File: config.mk
export PLATFORM = sky130hd
export DESIGN_NAME = return_addr_stack
export DESIGN_NICKNAME = d
export VERILOG_FILES = /design/src/rtl/return_addr_stack_pkg.sv /design/src/rtl/return_addr_stack.sv
export SDC_FILE = /design/constraint.sdc
export NUM_CORES = 1
export LEC_CHECK = 0
export BUFFER_PORTS_ARGS = -buffer_cell sky130_fd_sc_hd__buf_2
export CAP_MARGIN = 5
export CORE_ASPECT_RATIO = 0.8
export CORE_MARGIN = 2
export CORE_UTILIZATION = 50
export CTS_BUF_LIST = sky130_fd_sc_hd__clkbuf_16
export CTS_CLUSTER_DIAMETER = 100
export DETAILED_ROUTE_END_ITERATION = 6
export GPL_ROUTABILITY_DRIVEN = 0
export PLACE_DENSITY = 0.71
export SETUP_SLACK_MARGIN = 0.05
export SYNTH_ARGS = -nofsm -noshare
export SYNTH_HDL_FRONTEND = slang
export SYNTH_SLANG_ARGS = --single-unit
File: constraint.sdc
create_clock -name CLK -period 3.6 [get_ports CLK]
set_clock_uncertainty 0.15 [all_clocks]
set_input_delay 0.36 -clock CLK [delete_from_list [all_inputs] [get_ports CLK]]
set_output_delay 0.36 -clock CLK [all_outputs]
set_load 0.02 [all_outputs]
File: src/rtl/return_addr_stack_pkg.sv
// Shared types and constants for the return address stack.
package ras_pkg;

  localparam int RAS_DEPTH_DEFAULT = 8;
  localparam int RAS_WIDTH_DEFAULT = 32;
  localparam logic [1:0] ALIGN_MASK = 2'b11;

  typedef logic [RAS_WIDTH_DEFAULT-1:0] addr_t;

endpackage

File: src/rtl/return_addr_stack.sv
// Circular return address stack with overflow/underflow/error pulses.
// Optional alignment check on pushes enabled by defining RAS_ALIGN_CHECK_EN.
module return_addr_stack
  import ras_pkg::*;
#(
  parameter int DEPTH = RAS_DEPTH_DEFAULT,
  parameter int WIDTH = RAS_WIDTH_DEFAULT
) (
  input  logic                       CLK,
  input  logic                       RST,
  input  logic                       FLUSH,
  input  logic                       PUSH,
  input  logic [WIDTH-1:0]           PUSH_ADDR,
  input  logic                       POP,
  output logic [WIDTH-1:0]           TOP_ADDR,
  output logic                       TOP_VALID,
  output logic [$clog2(DEPTH):0]     COUNT,
  output logic                       OVERFLOW,
  output logic                       UNDERFLOW,
  output logic                       ERR
);

  localparam int PW = $clog2(DEPTH);
  localparam int CW = PW + 1;
  localparam logic [CW-1:0] FULL = CW'(DEPTH);

  logic [WIDTH-1:0] mem [DEPTH];
  logic [PW-1:0]    tp, tp_n, tp_inc, tp_dec, wr_idx;
  logic [CW-1:0]    cnt, cnt_n;
  logic             wr_en, ovf_n, udf_n, err_n;
  logic             push_ok, bad_push;

`ifdef RAS_ALIGN_CHECK_EN
  assign bad_push = PUSH && ((PUSH_ADDR[1:0] & ALIGN_MASK) != 2'b00);
`else
  assign bad_push = 1'b0;
`endif
  assign push_ok = PUSH && !bad_push;

  assign tp_inc = tp + 1'b1;
  assign tp_dec = tp - 1'b1;

  always_comb begin
    tp_n   = tp;
    cnt_n  = cnt;
    wr_en  = 1'b0;
    wr_idx = tp;
    ovf_n  = 1'b0;
    udf_n  = 1'b0;
    err_n  = 1'b0;
    if (FLUSH) begin
      tp_n  = '0;
      cnt_n = '0;
    end else begin
      err_n = bad_push;
      if (push_ok && POP && cnt != '0) begin
        // replace in place: a return immediately followed by a call
        wr_en = 1'b1;
      end else if (push_ok) begin
        tp_n   = tp_inc;
        wr_idx = tp_inc;
        wr_en  = 1'b1;
        if (cnt == FULL) ovf_n = 1'b1;
        else             cnt_n = cnt + 1'b1;
      end else if (POP) begin
        if (cnt != '0) begin
          tp_n  = tp_dec;
          cnt_n = cnt - 1'b1;
        end else begin
          udf_n = 1'b1;
        end
      end
    end
  end

  always_ff @(posedge CLK or posedge RST) begin
    if (RST) begin
      tp        <= '0;
      cnt       <= '0;
      OVERFLOW  <= 1'b0;
      UNDERFLOW <= 1'b0;
      ERR       <= 1'b0;
    end else begin
      tp        <= tp_n;
      cnt       <= cnt_n;
      OVERFLOW  <= ovf_n;
      UNDERFLOW <= udf_n;
      ERR       <= err_n;
    end
  end

  // storage is not reset; writes are suppressed while reset is held
  always_ff @(posedge CLK) begin
    if (wr_en && !RST) mem[wr_idx] <= PUSH_ADDR;
  end

  assign TOP_ADDR  = mem[tp];
  assign COUNT     = cnt;
  assign TOP_VALID = (cnt != '0);

endmodule

==> load_flow_metrics.sql <==
INSERT INTO impl_metrics (metric_group, metric, value, unit) VALUES
('detailed_routing', 'drt-vias-per-instance', '5.502', ''),
('layout', 'layout-drive-gt1-share', '0.3063', ''),
('layout', 'final_net_count', '703', ''),
('pwr', 'internal_power', '5.966', 'mW'),
('sta', 'timing.final.hold_violations', '0', ''),
('detailed_routing', 'route.final.wire_length', '19610', 'um'),
('floorplan', 'width_of_the_die', '165.4', 'um'),
('grt', 'grt_busiest_layer', 'met2', ''),
('floorplan', 'fp.coreArea', '20580', 'um^2'),
('layout', 'number_of_fill_cells_in_the_layout', '1532', ''),
('setup_path', 'startpoint_type', 'flop', ''),
('synthesis', 'number_of_flops_mapped_to_enable_cells_by_yosys', '256', ''),
('synthesis', 'synth_top_family_by_area', 'multiplexers', ''),
('synthesis', 'synth_xor_xnor_area_share', '0.004922', ''),
('pwr', 'clock_power_share', '0.299', ''),
('setup_path', 'critical_path_required_time', '3.09', 'ns'),
('pwr', 'power.share.switching', '0.2920', ''),
('cts', 'buffer_depth_of_the_longest_clock_path', '3', ''),
('floorplan', 'dieArea', '22020', 'um^2'),
('floorplan', 'io_pins', '77', ''),
('grt', 'use_met1', '0.2657', ''),
('floorplan', 'floorplan.die.height', '133.1', 'um'),
('cts', 'clkSinkCount', '265', ''),
('floorplan', 'initial_core_util', '0.5064', ''),
('synthesis', 'synth_fa_ha_area_frac', '0.006723', ''),
('floorplan', 'num_rows', '47', ''),
('detailed_routing', 'drt-initial-drc-count', '418', ''),
('synthesis', 'simple_logic_cell_fraction_of_the_synthesized_area', '0.05234', ''),
('pwr', 'share_comb_of_total_power', '0.274', ''),
('layout', 'final_core_util', '0.6011', ''),
('cts', 'h-tree-depth', '1', ''),
('detailed_routing', 'avgRoutedWirePerCell', '20.68', 'um'),
('setup_path', 'critPathArrivalTime', '2.76', 'ns'),
('synthesis', 'synth.cell_area', '10420', 'um^2'),
('sta', 'slew_viol_final', '0', ''),
('synthesis', 'yosys.area.top_type', 'sky130_fd_sc_hd__edfxtp_1', ''),
('synthesis', 'synth-seq-area-share', '0.7592', ''),
('pwr', 'p_switching', '2.461', 'mW'),
('pwr', 'power.share.sequential', '0.427', ''),
('placement', 'io_buffer_count', '75', ''),
('layout', 'multi_input_area', '2415', 'um^2'),
('grt', 'first_global_vias', '5402', ''),
('sta', 'report.final.setup_viol', '0', ''),
('pwr', 'power.static_leakage', '4.213', 'nW'),
('run_status', 'run_status', 'finished clean', ''),
('sta', 'clock.fmax', '305.7', 'MHz'),
('setup_path', 'setup.worst_path.class', 'reg -> out', ''),
('job', 'drv_cap', '0', ''),
('cts', 'clock-root-buffer', 'sky130_fd_sc_hd__clkbuf_16', ''),
('synthesis', 'post_synth_num_cell_types', '43', ''),
('cts', 'post-cts-setup-buffers', '0', ''),
('worst_hold_path', 'hold-path-endpoint', 'tp[0]', ''),
('synthesis', 'synthFlopType', 'sky130_fd_sc_hd__edfxtp_1', ''),
('grt', 'grt_antenna_before_repair', '0', ''),
('grt', 'met2_usage', '0.3046', ''),
('sta', 'finalCritPeriodShare', '0.9086', ''),
('cts', 'cts-resized-gates', '0', ''),
('sta', 'rsz0062_at_grt', 'false', ''),
('sta', 'setup_tns', '0', 'ns'),
('worst_hold_path', 'min_path_type', 'in -> reg', ''),
('sta', 'post-route-min-period', '3.271', 'ns'),
('synthesis', 'post_synth_inst_count', '534', ''),
('layout', 'area.growth.synth_to_final', '18.70', '%'),
('grt', 'largest_net_degree_at_the_start_of_global_routing', '45', ''),
('setup_path', 'critPathMaxFanout', '44', ''),
('layout', 'area.sequential', '7919', 'um^2'),
('worst_hold_path', 'worstHoldPathCells', '2', ''),
('synthesis', 'yosys-mux-area-fraction', '0.1424', ''),
('pwr', 'post-layout-total-power', '8.426', 'mW'),
('detailed_routing', 'vias', '5216', ''),
('synthesis', 'synth_compound_gate_area_share', '0.01849', '');
-- cell usage after synthesis (2+ instances only) --
| cell type | number |
|---|---|
| sky130_fd_sc_hd__inv_1 | 7 |
| sky130_fd_sc_hd__nand2b_1 | 3 |
| sky130_fd_sc_hd__edfxtp_1 | 256 |
| sky130_fd_sc_hd__buf_2 | 6 |
| sky130_fd_sc_hd__buf_1 | 4 |
| sky130_fd_sc_hd__clkbuf_1 | 8 |
| sky130_fd_sc_hd__nor2_1 | 14 |
| sky130_fd_sc_hd__nand3_1 | 3 |
| sky130_fd_sc_hd__xnor2_1 | 3 |
| sky130_fd_sc_hd__mux4_2 | 64 |
| sky130_fd_sc_hd__mux2_2 | 2 |
| sky130_fd_sc_hd__dfrtp_1 | 9 |
| sky130_fd_sc_hd__ha_1 | 4 |
| sky130_fd_sc_hd__nand2_1 | 98 |
| sky130_fd_sc_hd__buf_4 | 7 |
| sky130_fd_sc_hd__mux2i_1 | 2 |
| sky130_fd_sc_hd__nor3_1 | 4 |
| sky130_fd_sc_hd__a31oi_1 | 3 |
| sky130_fd_sc_hd__nor2b_1 | 4 |
| sky130_fd_sc_hd__a21oi_1 | 8 |
| sky130_fd_sc_hd__o2111a_1 | 3 |
-- worst max-delay path: stages, from the launching register on --
cell	delay (ns)
sky130_fd_sc_hd__dfrtp_4	0.46
sky130_fd_sc_hd__buf_4	0.71
sky130_fd_sc_hd__mux4_2	0.60
sky130_fd_sc_hd__mux2_2	0.29
sky130_fd_sc_hd__buf_2	0.17
-- power by group through the flow --
stage          Combinational, mW  Clock, mW  Sequential [mW]
3_5_place_dp                2.31          0             3.67
6_report                    2.30       2.52             3.60
3_3_place_gp                2.28          0             3.65
2_1_floorplan               1.66          0             3.66
4_1_cts                     2.34       2.57             3.60
5_1_grt                     2.51       2.70             3.61
-- cell usage in the layout (no fill, tap or decap), drive strengths merged, types with 2 or more instances in the layout --
cell type / n
nand3: 3
clkbuf: 25
mux2: 2
clkinv: 10
nor3: 4
buf: 93
dfrtp: 9
ha: 4
o2111a: 3
dlygate4sd3: 33
a31oi: 3
a21oi: 9
mux2i: 2
nor2: 14
inv: 14
nand2b: 3
xnor2: 4
bufinv: 3
edfxtp: 256
nand2: 98
mux4: 64
nor2b: 4
-- logic make-up (layout without fill, tap and decap cells) --
| group | count (synthesis) | count (layout) |
|---|---|---|
| compound gates | 24 | 24 |
| xor+xnor | 5 | 5 |
| fa+ha+maj | 5 | 5 |
| buf+inv | 34 | 179 |
| flops | 265 | 265 |
| mux | 68 | 68 |
| other cells | 1 | 1 |
| simple gates | 132 | 132 |
-- layer usage --
metal | share of wire | up-vias
li1 | - | 2372
met4 | 0.013 | 0
met2 | 0.49 | 155
met3 | 0.049 | 22
met1 | 0.45 | 2667
met5 | 0 | -
-- worst max path at each step --
stage	start	to	slack (ns)	cells past startpoint
after floorplan	tp[0]	mem[7][0]	0.04	6
after global placement	COUNT[1]	mem[4][4]	0.61	4
after detailed placement	COUNT[1]	mem[4][7]	0.57	4
after CTS	tp[0]	TOP_ADDR[31]	0.26	4
after global routing	tp[0]	TOP_ADDR[31]	0.13	4
final	tp[0]	TOP_ADDR[31]	0.33	4
-- final cells by class --
type                    count  area share
clock buffers              25     0.05057
well taps                 269     0.02720
multi-input cells         235      0.1952
repair buffers            126     0.07099
inverters                   8    0.002427
flip-flops and latches    265      0.6401
clock inverters            20     0.01355
-- registers in the layout (all words and copies together) (netlist names) --
register / count
mem: 256
COUNT: 4
tp: 3
OVERFLOW: 1
UNDERFLOW: 1
-- through the flow --
step | setup slack (ns) | hold WS [ns] | cell area [um^2] | instances
floorplan | 0.04182 | 0.03792 | 10430 | 534
global placement | 0.6083 | 0.2204 | 11250 | 870
detailed placement | 0.5739 | 0.2207 | 11250 | 870
CTS | 0.2621 | 0.01137 | 12370 | 948
global route | 0.1316 | 0.05325 | 12370 | 948
finish | 0.3291 | 0.03909 | 12370 | 948
No activity file was read; power rests on OpenSTA's default activity.
